### src/rtl/mips_pkg.sv
// Shared constants for the multicycle MIPS datapath: ALU control encodings
// and the default data/register-address widths.
package mips_pkg;

    localparam int DEF_WIDTH  = 32;
    localparam int DEF_ADDR_W = 5;

    localparam logic [2:0] ALU_AND  = 3'b000;
    localparam logic [2:0] ALU_OR   = 3'b001;
    localparam logic [2:0] ALU_ADD  = 3'b010;
    localparam logic [2:0] ALU_ZERO = 3'b011;
    localparam logic [2:0] ALU_ANDN = 3'b100;
    localparam logic [2:0] ALU_ORN  = 3'b101;
    localparam logic [2:0] ALU_SUB  = 3'b110;
    localparam logic [2:0] ALU_SLT  = 3'b111;

endpackage

### src/rtl/mips_regfile_alu_mux2.sv
// Generic two-input mux, shared by the source-B, write-register and
// write-data selects of the datapath.
module mux2
    import mips_pkg::*;
#(
    parameter int WIDTH = DEF_WIDTH
) (
    input  logic [WIDTH-1:0] d0,
    input  logic [WIDTH-1:0] d1,
    input  logic             s,
    output logic [WIDTH-1:0] y
);

    assign y = s ? d1 : d0;

endmodule

### src/rtl/mips_regfile_alu.sv
// Register file plus execute slice: 3-port register array with r0 hardwired
// to zero, immediate/register source-B select and a 32-bit ALU with zero flag.
module mips_regfile_alu
    import mips_pkg::*;
#(
    parameter int WIDTH  = DEF_WIDTH,
    parameter int ADDR_W = DEF_ADDR_W
) (
    input  logic              clk,
    input  logic              reset,
    input  logic              we3,
    input  logic [ADDR_W-1:0] ra1,
    input  logic [ADDR_W-1:0] ra2,
    input  logic [ADDR_W-1:0] wa3,
    input  logic [WIDTH-1:0]  wd3,
    input  logic              alusrc,
    input  logic [WIDTH-1:0]  imm,
    input  logic [2:0]        alucontrol,
    output logic [WIDTH-1:0]  rd1,
    output logic [WIDTH-1:0]  rd2,
    output logic [WIDTH-1:0]  aluresult,
    output logic              zero
);

    localparam int NREGS = 2 ** ADDR_W;

    logic [WIDTH-1:0] regs [NREGS];
    logic [WIDTH-1:0] srcb;

    // Reset clears the whole array and takes priority over any write issued
    // in the same cycle; address 0 is never written.
    always_ff @(posedge clk or negedge reset) begin
        if (!reset) begin
            for (int i = 0; i < NREGS; i++) begin
                regs[i] <= '0;
            end
        end else if (we3 && (wa3 != '0)) begin
            regs[wa3] <= wd3;
        end
    end

    // No write-to-read bypass: a same-cycle read sees the old value.
    assign rd1 = (ra1 == '0) ? '0 : regs[ra1];
    assign rd2 = (ra2 == '0) ? '0 : regs[ra2];

    mux2 #(.WIDTH(WIDTH)) srcb_mux (
        .d0 (rd2),
        .d1 (imm),
        .s  (alusrc),
        .y  (srcb)
    );

    // SLT uses a true signed compare so it stays correct when a - b overflows.
    always_comb begin
        aluresult = '0;
        case (alucontrol)
            ALU_AND:  aluresult = rd1 & srcb;
            ALU_OR:   aluresult = rd1 | srcb;
            ALU_ADD:  aluresult = rd1 + srcb;
            ALU_SUB:  aluresult = rd1 - srcb;
            ALU_SLT:  aluresult = {{(WIDTH-1){1'b0}}, ($signed(rd1) < $signed(srcb))};
            ALU_ANDN: aluresult = rd1 & ~srcb;
            ALU_ORN:  aluresult = rd1 | ~srcb;
            default:  aluresult = '0;
        endcase
    end

    assign zero = (aluresult == '0);

endmodule

### config.mk
export PLATFORM = sky130hd
export DESIGN_NAME = mips_regfile_alu
export DESIGN_NICKNAME = d
export VERILOG_FILES = /design/src/rtl/mips_pkg.sv /design/src/rtl/mips_regfile_alu_mux2.sv /design/src/rtl/mips_regfile_alu.sv
export SDC_FILE = /design/constraint.sdc
export NUM_CORES = 2
export LEC_CHECK = 0
export CAP_MARGIN = 0
export CORE_MARGIN = 1.5
export CORE_UTILIZATION = 39
export DETAILED_ROUTE_END_ITERATION = 7
export DONT_BUFFER_PORTS = 1
export PLACE_DENSITY = 0.61
export RECOVER_POWER = 100
export SYNTH_ARGS = -nofsm -noshare
export SYNTH_HDL_FRONTEND = slang
export SYNTH_HIERARCHICAL = 1
export SYNTH_SLANG_ARGS = --single-unit
### constraint.sdc
create_clock -name clk -period 12.64 [get_ports clk]
set_input_delay 3.16 -clock clk [delete_from_list [all_inputs] [get_ports clk]]
set_output_delay 3.16 -clock clk [all_outputs]
set_load 0.01 [all_outputs]
Word-level counts from Yosys, hierarchy flattened --
Cells that the tools add are included.
Storage, ports and cells: output and inout port bits 97, bits in registers 1024, word-level logic and storage cells 73, input port bits 86
Cells by class: bitwise logic cells 8, $add $sub $neg 2, reduce and logical (&&, ||, !) cells 7, $lt $le $gt $ge 5, equal/unequal tests 6, muxes and demuxes 13
Operators with widths (count):
- $bwmux 1024 | 1
- $bmux 32 s5 | 2
- $mux 32 | 8
- $pmux 32 s7 | 1
- $demux 32 s5 | 1
- $and 32x32->32 | 2
- $or 32x32->32 | 2
- $add 32x32->32 | 1
- $logic_not 32->1 | 1
- $lt 32x32->1 | 1
- $not 32->32 | 1
- $sub 32x32->32 | 1
- $ge 6x6->1 const B | 3
- $not 5->6 | 3
- $eq 3x3->1 const B | 4
- $logic_not 5->1 | 2
- $lt 6x1->1 const B | 1
- $reduce_bool 5->1 | 1
- $eq 3x1->1 const B | 1
- $eq 3x2->1 const B | 1
- $logic_not 3->1 | 1
- $logic_and 1x1->1 | 2

Longest topological paths before layout --
depth after elaboration 10, depth in mapped cells 27, mapped depth without buffers 21

By module --
Netlist, hierarchy kept.
Modules (own cells, without submodules):
- mips_regfile_alu | area each 59513.3 sq um, cells an instance 4237, times used 1, sequential area each 25624.6 sq um
- mux2 | area each 544.3 sq um, cells an instance 36, times used 1, sequential area each 0.0 sq um

Least setup slack after synthesis --
OpenSTA, ideal clock, no wires.
kind input to output, start point input ra2[0], end point output zero, required time 9480 ps, setup slack -23 ps, arrival 9503 ps, stages 23, path buffers 4, cells stage by stage clkbuf_1 -> clkbuf_1 -> buf_1 -> mux4_2 -> mux4_2 -> mux2i_1 -> nor2_1 -> mux2_4 -> inv_1 -> ha_1 -> clkbuf_1 -> o21ba_2 -> nor4_1 -> o31ai_1 -> a2111oi_0 -> a32oi_1 -> o31ai_1 -> a21oi_1 -> o221a_2 -> or3_1 -> nor4_1 -> nand4_1 -> nor4_2
On the way: elaborated cells on any way between the ends 17, classes of those cells 2 x add/sub; 1 x order compare; 6 x mux; 6 x bitwise; 2 x reduce/logical
RTL lines:
- start, declared | line mips_regfile_alu.sv:13 | input logic [ADDR_W-1:0] ra2,
- $not 5->6 (not written as such) | line mips_regfile_alu.sv:44 | assign rd2 = (ra2 == '0) ? '0 : regs[ra2];
- $bmux 32 s5 | line mips_regfile_alu.sv:44
- $mux 32 (not written as such) (2 in series) | line mips_regfile_alu.sv:44
- $mux 32 (*) | line mips_regfile_alu.sv:44
- net rd2[2] | line mips_regfile_alu.sv:20 | output logic [WIDTH-1:0] rd2,
- $mux 32 (*) | line mips_regfile_alu_mux2.sv:14 | assign y = s ? d1 : d0;
- net srcb[2] | line mips_regfile_alu.sv:28 | logic [WIDTH-1:0] srcb;
- $sub 32x32->32 or $add 32x32->32 (tied branches) | line mips_regfile_alu.sv:60, mips_regfile_alu.sv:59
- $pmux 32 s7 (*) | line mips_regfile_alu.sv:56 | case (alucontrol)
- net aluresult[22] | line mips_regfile_alu.sv:21 | output logic [WIDTH-1:0] aluresult,
- $logic_not 32->1 (*) | line mips_regfile_alu.sv:68 | assign zero = (aluresult == '0);
- end, declared | line mips_regfile_alu.sv:22 | output logic zero
Mark *: on every way through the listed nets, which the timed path passes. The rest lies on a longest branch. The select of a mux whose other input is x is not followed.

Final worst setup path --
start point input ra2[0], end point output zero
On the way: cells in the longest elaborated chain, start to end 10, elaborated cells on any way between the ends 17, classes of those cells 2 x add/sub; 1 x order compare; 6 x mux; 6 x bitwise; 2 x reduce/logical
Ends and longest elaborated chain (line):
- $not 5->6 (not written as such) | mips_regfile_alu.sv:44
- $bmux 32 s5 | mips_regfile_alu.sv:44
- $mux 32 (not written as such) (2 in series) | mips_regfile_alu.sv:44
- $mux 32 (*) | mips_regfile_alu.sv:44
- net rd2[9] | mips_regfile_alu.sv:20
- $mux 32 (*) | mips_regfile_alu_mux2.sv:14
- net srcb[9] | mips_regfile_alu.sv:28
- parallel branches: the longest is 2 deep, another holds $sub 32x32->32
- $pmux 32 s7 (*) | mips_regfile_alu.sv:56
- $logic_not 32->1 (*) | mips_regfile_alu.sv:68
Mark *: on every way through the listed nets, which the timed path passes. The select of a mux whose other input is x is not followed.

==> flow_summary.toml <==
[synthesis]
yosys_warnings = 6
synth.area.mux_share_pct = 42.6
yosys.area_share.simple_pct = 3.11
syn_nets = 4420
postSynth.asyncResetShare_pct = 100
yosys.area_share.adder_pct = 1.75
synth.top_cells.by_area = "dfrtp_1 43%, mux4_2 20%, mux2_2 20%"
yosys.area.top_type = "dfrtp_1"
yosysTopAreaCellShare_pct = 42.7
synthTopCellsByCount = "1040 x mux2_2, 1024 x dfrtp_1, 524 x mux4_2, 309 x clkbuf_1, 154 x mux2i_1"
synth_top_family_by_area = "multiplexers"
synthFlopType = "dfrtp_1"
synth.distinct_cells = 93
syn_avg_cell_area_sq_um = 14.1
synth_edf_count = 0
synth-compound-area-share_pct = 5.49
syn-cell-area_sq_um = 60100
postSynthCellCount = 4273
ys_seq_elements = 1024
synth-seq-area-share_pct = 42.7
yosysMostFrequentCell = "mux2_2"
synthXorXnorAreaFrac_pct = 0.715

[power]
p_per_area_nw_per_um2 = 158
pwr-share-clk_pct = 31.8
p_sw_share_pct = 29.0
vdd_drop_max_mv = 0.109
leakage_nw = 27.8
power.switching_mw = 2.99
cellInternalPower_mw = 7.34
comb_power_share_pct = 26.2
pwr-share-seq_pct = 42.0

[grt]
first_global_vias = 39900
grt-ovfl-total = 0
grt_pass1_wl_microns = 290000
grt_max_degree = 1025
globalRouteTotalUtil_pct = 25.3
antenna_found_initial = 9

[critical_path]
path_class = "in -> out"
crit_slowest_cell = "mux4_2"
rr_endpoint = "regs[873]$_DFFE_PN0P_"
crit_arrival_ns = 9.62
crit_path_end_kind = "output port"
cp.depth = 20
crit_fanout = 257
cpPeakStageDelay_ns = 0.83
crit_family = "multiplexers"
crit_buf_inv = 2
cp.required_ns = 9.48
r2r_slack_ns = 11.78
path_cells = "mux4_2, mux4_2, mux2i_1, nor2_1, mux2_4, inv_1, ha_1, o21a_1, o21ai_0, nand2_1, nand3_1, o211ai_1, a31oi_2, nor4_4, nor2_1, o211ai_1, o2111ai_1, or4_1, nor4_2, buf_4"
timing.critical_path.from_type = "input port"
r2r-start = "regs[873]$_DFFE_PN0P_"
worst_r2r_path_depth = 1

[final_layout]
nNetsFinal = 4220
largestRegisters = "regs: 1024 flops"
fin_area_sq_um = 65600
top_register = "regs"
largest_reg_flops = 1024
final_core_util_pct = 43.0
area_delta_synth_final_pct = 9.15
num-fill-cells = 13900
drive_gt1_share_pct = 46.7

[routing]
vias_per_cell = 6.40
drt_iter0_markers = 4096
ant_nets = 0
drt-total-wl_microns = 201000
firstDrtPassIters = 5
vias = 39600
wl_per_cell_microns = 32.4
drt_drc_violations_left = 0

[floorplanning]
die_height_microns = 395
io_pins = 183
dieArea_sq_um = 156000
die_w_microns = 395
rows = 143
core-area_sq_um = 152000
start_util_pct = 39.4

[timing]
hold_viol = 0
timing.fmax_mhz = 78.2
period_minus_slack_ns = 12.78
fin_ws_ns = -0.141
slew_violations = 1207
tightest_slew_ns = 8.16
clock_skew_ns = 0
period_share_pct = 101
fin_tns_setup_ns = -0.141
slew_headroom_pct = -444
fin_hold_ws_ns = 0.393
setup_viol = 1

[hold_path]
hold_path_class = "reg -> reg"
min_from = "regs[1009]$_DFFE_PN0P_"
min_to = "regs[1009]$_DFFE_PN0P_"
whs_path_depth = 0

[outcome]
status = "finished, violations left"
violations = "max-capacitance violations, max-slew violations, negative setup slack"

[clock_network]
cts-buffers-inserted = 103
cts_root_buf = "clkbuf_16"
cts_tree = "yes"
cts.sinks = 1024
clk_latency_ns = 0.70
path_clk_slew_ns = 0.06
cts_hold_buf = 0
htree_levels = 3
clock_path_buffers = 3

[placement]
dpl_cell_area_sq_um = 61900
gp_congestion = 0.952
numPortBuffers = 0
hpwl_microns = 109000

[flow_run]
drv_cap = 35
cell type report:
cell class / count / area (sq um) / area share (%)
timing repair buffer: 144 / 986 / 1.50
clock inverter: 43 / 629 / 0.960
sequential: 1024 / 25600 / 39.1
multi-input combinational: 2728 / 32500 / 49.6
tap: 2030 / 2540 / 3.87
inverter: 72 / 274 / 0.418
antenna: 5 / 12.5 / 0.0191
clock buffer: 145 / 2980 / 4.54
layout by cell type, fill, tap and decap left out, drive strengths merged, types with 19 or more instances in the layout:
| cell type | instances |
|---|---|
| mux2 | 1070 |
| dfrtp | 1024 |
| mux4 | 526 |
| clkbuf | 191 |
| mux2i | 154 |
| a21oi | 115 |
| nor2 | 110 |
| buf | 97 |
| nand2 | 90 |
| inv | 72 |
| ha | 59 |
| o21ai | 57 |
| nor3 | 40 |
| o221ai | 35 |
| xor2 | 33 |
| maj3 | 27 |
| nand3 | 25 |
| clkinv | 25 |
| a221oi | 20 |
| a21o | 19 |
| o31ai | 19 |
| a211oi | 19 |
cells by family after synthesis:
kind of cell,after synthesis
compound gates,463
xor+xnor,49
fa+ha+maj,88
buf+inv,521
flops,1024
mux,1750
simple gates,378
per-stage QoR:
stage	total power, mW	setup WS, ns	cells
floorplan	6.32	0.188	4273
global placement	6.90	0.113	5991
detailed placement	6.97	0.0800	5991
CTS	10.3	0.115	6179
global route	10.8	-0.00951	6189
finish	10.3	-0.141	6191
timing repair:
item,4_1_cts,5_1_grt
gates resized for setup,0,25
buffers inserted,0,2
setup endpoints to repair,0,2
power groups by stage:
stage               sequential [mW]  combinational (mW)  clock (mW)
finish                         4.34                2.71        3.28
floorplan                      4.24                2.09           0
global placement               4.35                2.56           0
global route                   4.42                2.87        3.46
CTS                            4.32                2.60        3.33
detailed placement             4.38                2.59           0
layer usage:
layer	part of all wire (%)	track usage (%)	up-vias
met4	3.8	8.76	2
met1	41	35.0	21400
met3	9.5	6.07	356
met5	0.0080	0	-
li1	-	-	16100
met2	45	38.9	1764
worst max path at each step:
| stage | start | to |
|---|---|---|
| CTS | ra2[0] | zero |
| finish | ra2[0] | zero |
| global placement | ra2[0] | zero |
| global route | ra1[0] | zero |
| detailed placement | ra2[0] | zero |
| floorplan | ra2[0] | zero |
(Power assumes the default switching activity.)
